[src/rtl/moore_mod_counter.sv]
// Parametrised Moore modulo counter: runtime terminal/decode values, up/down,
// enable, parallel load and a one-shot mode that parks in DONE until re-armed.
module moore_mod_counter #(
   parameter int               WIDTH       = 2,
   parameter logic [WIDTH-1:0] RESET_TERM  = {WIDTH{1'b1}},
   parameter logic [WIDTH-1:0] RESET_MATCH = WIDTH'(2)
) (
   input  logic             clk,
   input  logic             reset_n,
   input  logic             en,
   input  logic             dir,
   input  logic             oneshot,
   input  logic             start,
   input  logic             load,
   input  logic [WIDTH-1:0] load_val,
   input  logic [WIDTH-1:0] mod_val,
   input  logic [WIDTH-1:0] match_val,
   output logic [WIDTH-1:0] count,
   output logic             out,
   output logic             wrap,
   output logic             done
);

   typedef enum logic {RUN, DONE} state_t;

   state_t           state;
   logic [WIDTH-1:0] term_q;
   logic [WIDTH-1:0] match_q;
   logic             at_bound;

   // A count outside 0..term_q (e.g. after a load) is treated as the boundary,
   // so the counter never relies on modular overflow.
   always_comb begin
      at_bound = 1'b0;
      if (dir) at_bound = (count >= term_q);
      else     at_bound = (count == '0) || (count > term_q);
   end

   always_ff @(posedge clk) begin
      if (!reset_n) begin
         count   <= '0;
         term_q  <= RESET_TERM;
         match_q <= RESET_MATCH;
         state   <= RUN;
         wrap    <= 1'b0;
      end else if (load) begin
         count   <= load_val;
         term_q  <= mod_val;
         match_q <= match_val;
         state   <= RUN;
         wrap    <= 1'b0;
      end else if (start && state == DONE) begin
         count   <= dir ? '0 : mod_val;
         term_q  <= mod_val;
         match_q <= match_val;
         state   <= RUN;
         wrap    <= 1'b0;
      end else if (en && state == RUN) begin
         if (at_bound) begin
            wrap <= 1'b1;
            if (oneshot) begin
               state <= DONE;
            end else begin
               count   <= dir ? '0 : mod_val;
               term_q  <= mod_val;
               match_q <= match_val;
            end
         end else begin
            wrap  <= 1'b0;
            count <= dir ? count + WIDTH'(1) : count - WIDTH'(1);
         end
      end else begin
         wrap <= 1'b0;
      end
   end

   assign out  = (count == match_q);
   assign done = (state == DONE);

endmodule

[config.mk]
export PLATFORM = sky130hd
export DESIGN_NAME = moore_mod_counter
export DESIGN_NICKNAME = d
export VERILOG_FILES = /design/src/rtl/moore_mod_counter.sv
export SDC_FILE = /design/constraint.sdc
export NUM_CORES = 1
export LEC_CHECK = 0
export CORE_UTILIZATION = 40
export CTS_CLUSTER_DIAMETER = 80
export DETAILED_ROUTE_END_ITERATION = 10
export GPL_ROUTABILITY_DRIVEN = 0
export GPL_TIMING_DRIVEN = 0
export PLACE_DENSITY = 0.72
export SLEW_MARGIN = 20
export SYNTH_ARGS = -nofsm -noshare
export SYNTH_HDL_FRONTEND = slang
export SYNTH_SLANG_ARGS = --single-unit
[constraint.sdc]
create_clock -name clk -period 2.1 [get_ports clk]
set_input_delay 0.315 -clock clk [delete_from_list [all_inputs] [get_ports clk]]
set_output_delay 0.315 -clock clk [all_outputs]
set_load 0.01 [all_outputs]
* Word level (Yosys, flattened, before mapping) *
Cells that the tools add are included.

cells by class
  add/sub/neg operators = 2
  multiply operators = 0
  divide/modulo/power cells = 0
  $lt $le $gt $ge = 2
  eq/ne operators = 3
  shift-type cells = 0
  multiplexer cells = 19
  bitwise gates (word level) = 3
  reductions and logical operators = 11

operator list
  cell                   count
  $mux W2                17
  $reduce_and A3 Y1      2
  $reduce_bool A3 Y1     2
  $ne A4 B3 Y1 const B   1
  $reduce_or A4 Y1       1
  $ne A3 B1 Y1 const B   1
  $not A1 Y1             3
  $reduce_or A3 Y1       1
  $add A2 B1 Y2 const B  1
  $eq A2 B2 Y1           1
  $ge A2 B2 Y1           1
  $gt A2 B2 Y1           1
  $logic_and A1 B1 Y1    2
  $logic_not A2 Y1       1
  $mux W1                2
  $reduce_and A2 Y1      1
  $sub A2 B1 Y2 const B  1
  $logic_or A1 B1 Y1     1

storage, ports and cells
  register bits = 8
  latch bits = 0
  memory bits (writable) = 0
  bits in read-only memories = 0
  bits of input ports = 13
  output and inout bits = 5
  word-level logic and storage cells = 45
  memories kept = 0

* Longest topological paths before layout *
  depth after elaboration = 7
  depth in mapped cells = 7
  gate-level depth less buffers = 7

* Worst setup path before layout *
OpenSTA, ideal clock, no wires.

  path type = register -> register
  start point = register count[0]
  end point = register count[1]
  setup time = 0.122 ns
  arrival = 1.787 ns
  required time = 1.978 ns
  slack = 0.192 ns
  cell stages (with the launch flop) = 8
  path buffers = 0
  period minus slack after synthesis = 1.908 ns
  path through = dfxtp_1 -> inv_1 -> ha_1 -> and3_1 -> a21oi_4 -> a21boi_2 -> o21a_1 -> o311a_1

between the ends
  longest elaborated chain between the ends = 7
  elaborated cells on any way between the ends = 14
  classes of those cells = add/sub: 2; order compare: 2; eq/ne: 1; mux: 6; reduce/logical: 3

RTL lines
  item                                              line  RTL
  from (decl)                                       18    output logic [WIDTH-1:0] count,
  from (signal assigned)                            47    count <= load_val;
  from (signal assigned)                            53    count <= dir ? '0 : mod_val;
  from (signal assigned)                            64    count <= dir ? '0 : mod_val;
  $gt A2 B2 Y1 or $logic_not A2 Y1 (tied branches)  36    else at_bound = (count == '0) || (count > term_q);
  $logic_or A1 B1 Y1                                36
  $mux W1                                           35    if (dir) at_bound = (count >= term_q);
  $mux W2                                           59    if (at_bound) begin
  $mux W2                                           58    end else if (en && state == RUN) begin
  $mux W2                                           52    end else if (start && state == DONE) begin
  $mux W2                                           46    end else if (load) begin

Parallel ways exist; a longest one is shown, timed or not. The select of a mux whose other input is x is not followed.
A chain may end at the register's enable or synchronous reset.

* Worst setup path in the final report *
Ends and elaborated chain as after synthesis.

==> flow_metrics.env <==
export IMPL_rsz0062_at_grt="false"
export IMPL_hpwl_um=950
export IMPL_clock_sinks=8
export IMPL_clk_latency_ns=0.25
export IMPL_synthesis_nets=77
export IMPL_cpMaxStageDelayCell="dfxtp_1"
export IMPL_min_period_ns=2.01
export IMPL_root_buffer="clkbuf_4"
export IMPL_grt_overflow_total=0
export IMPL_vias=519
export IMPL_cp_slowest_stage_delay_ns=0.46
export IMPL_tightest_slew_ns=0.525
export IMPL_fp_dieH_um=38.6
export IMPL_fin_area_um2=737
export IMPL_yosysWarnings=0
export IMPL_cts_resized=0
export IMPL_worstPathCellList="inv_1 -> ha_1 -> and3_1 -> a21oi_4 -> a21boi_2 -> o21a_1 -> o311a_1"
export IMPL_die_area_um2=1490
export IMPL_fin_cells=95
export IMPL_swShare=0.320
export IMPL_grt_max_degree=10
export IMPL_power_frac_seq=0.372
export IMPL_postSynthCellCount=62
export IMPL_grt_pass1_wl_mm=1.96
export IMPL_wl_per_cell_um=12.2
export IMPL_drt_iter0_markers=3
export IMPL_numPlacedInstances=92
export IMPL_wirelength_mm=1.16
export IMPL_setup_viol=0
export IMPL_design_core_area_um2=1170
export IMPL_leakage_nw=0.301
export IMPL_worstSetupPathType="register to register"
export IMPL_placed_area_um2=714
export IMPL_hold_violations=0
export IMPL_drv_cap=0
export IMPL_drive_above_1_share=0.123
export IMPL_worst_ep_required_time_ns=2.24
export IMPL_ant_nets=0
export IMPL_syn_area_um2=537
export IMPL_max_slew_margin_rel=0.649
export IMPL_avgViaCountPerCell=5.46
export IMPL_cts_setup_buffers=0
export IMPL_avgSynthCellArea_um2=8.66
export IMPL_row_count=12
export IMPL_cts_made_buffers=3
export IMPL_cts_clk_slew_worst_paths_ns=0.05
export IMPL_htreeDepth=1
export IMPL_startpoint_type="register"
export IMPL_maxSlewViolCount=0
export IMPL_cp_max_fo=6
export IMPL_layout_nets=98
export IMPL_io_pins=18
export IMPL_fin_crit_sh=0.957
export IMPL_diodes=0
export IMPL_cts_tree="done"
export IMPL_synth_seq_cells=8
export IMPL_combPwrFrac=0.398
export IMPL_ir_drop_mv=0.309
export IMPL_power_uw=496
export IMPL_hold_path_class="input port to register"
export IMPL_critPathArrivalTime_ns=2.15
export IMPL_start_util=0.458
export IMPL_placement_io_buffers=16
export IMPL_drc_errors=0
export IMPL_holdBufCountCts=0
export IMPL_ys_seq_area_frac=0.298
export IMPL_powerDensity_nw_per_um2=674
export IMPL_p_clk_frac=0.230
export IMPL_skew_ns=0.00501
export IMPL_grt_pass1_vias=469
export IMPL_firstDrtPassIters=4
export IMPL_clk_path_buf_depth=2
export IMPL_power_internal_uw=337
export IMPL_antenna_found_initial=0
export IMPL_die_w_um=38.6
export IMPL_yosys_cell_types_count=33
export IMPL_netSwitchingPower_uw=159
export IMPL_end_kind="register"
export IMPL_tns_ns=0
export IMPL_grt_usage=0.188
export IMPL_run_status="finished clean"
export IMPL_area_delta_synth_final_pct=37.3
export IMPL_whs_ns=0.409
export IMPL_max_freq_mhz=498
[synth_stat cells (all sizes together)]
master / count / area [um^2]
dfxtp: 8 / 160
inv: 7 / 26.3
nand2: 6 / 22.5
o21ai: 5 / 36.3
nor2: 4 / 20.0
a21oi: 3 / 26.3
o311ai: 3 / 26.3
a32oi: 2 / 17.5
and2: 2 / 15.0
ha: 2 / 25.0
xnor2: 2 / 17.5
xor2: 2 / 17.5
a211oi: 1 / 12.5
a21boi: 1 / 11.3
a21o: 1 / 7.51
a311oi: 1 / 8.76
and3: 1 / 6.26
buf: 1 / 3.75
mux2i: 1 / 10.0
nand2b: 1 / 6.26
nand3b: 1 / 7.51
nor2b: 1 / 6.26
nor3: 1 / 5.00
o2111ai: 1 / 8.76
o211ai: 1 / 7.51
o21a: 1 / 7.51
o311a: 1 / 10.0
o31ai: 1 / 7.51
[sequential cells by signal, summed over array words and instances, names as in the netlist]
name     flops
count        2
match_q      2
term_q       2
done         1
wrap         1
[layout make-up]
class                      count  area, um^2
fill                         104         434
multi-input combinational     46         347
sequential                     8         160
timing repair buffer          16         160
inverter                       7        26.3
clock buffer                   3        22.5
tap                           14        17.5
buffer                         1        3.75
[power by group through the flow]
stage / Clock [mW] / Sequential [mW] / Combinational, mW
finish: 0.114 / 0.185 / 0.198
floorplan: 0 / 0.187 / 0.128
CTS: 0.119 / 0.185 / 0.198
detailed placement: 0 / 0.188 / 0.196
global route: 0.129 / 0.187 / 0.217
global placement: 0 / 0.188 / 0.196
[per-layer routing]
metal | part of all wire | vias up | routed length, um | GRT usage
met2 | 0.49 | 10 | 570 | 0.308
met3 | 0.040 | 0 | 46 | 0.0694
met5 | 0 | - | 0 | 0
met1 | 0.47 | 241 | 542 | 0.249
li1 | - | 268 | - | -
met4 | 0 | 0 | 0 | 0
[stage by stage]
step | setup slack (ns) | util
after CTS | 0.0887 | 0.629
after floorplan | 0.192 | -
after detailed placement | 0.103 | 0.610
after global placement | 0.0997 | 0.610
final | 0.0912 | 0.629
after global routing | 0.0108 | 0.629
[critical path: cells and delay by family, from the launching register on]
kind / cells / cell delay, ns
AOI/OAI and AO/OA: 4 / 0.79
DFF: 1 / 0.46
adders and majority gates: 1 / 0.32
and+or+nand+nor: 1 / 0.21
buffers and inverters: 1 / 0.11
[path summary, 6_finish.rpt]
path,from,end,slack (ns),cells after the start
max,count[0],count[1],0.09,7
min,reset_n,match_q[1],0.41,2
max reg2reg,count[0],count[1],0.09,7
min reg2reg,match_q[0],match_q[0],0.48,2
[cell families (layout without fill, tap and decap cells)]
group / count (synthesis) / in the layout / share of synthesized area
xor+xnor: 4 / 4 / 0.0653
buf+inv: 8 / 27 / 0.0559
mux: 1 / 1 / 0.0186
flops: 8 / 8 / 0.298
compound gates: 22 / 22 / 0.350
simple gates: 17 / 17 / 0.166
fa+ha+maj: 2 / 2 / 0.0466
[cells in the final DEF (no fill, tap or decap), types with 2 or more instances in the layout]
cell,Yosys,routed
clkdlybuf4s50_1,0,16
inv_1,7,7
dfxtp_1,8,8
nand2_1,6,6
xor2_1,2,2
clkbuf_4,0,3
nor2_2,2,2
a21oi_1,2,2
a32oi_1,2,2
nor2_1,2,2
xnor2_1,2,2
ha_1,2,2
o21ai_1,3,3
o311ai_1,3,3
No activity file was read; power rests on OpenSTA's default activity.
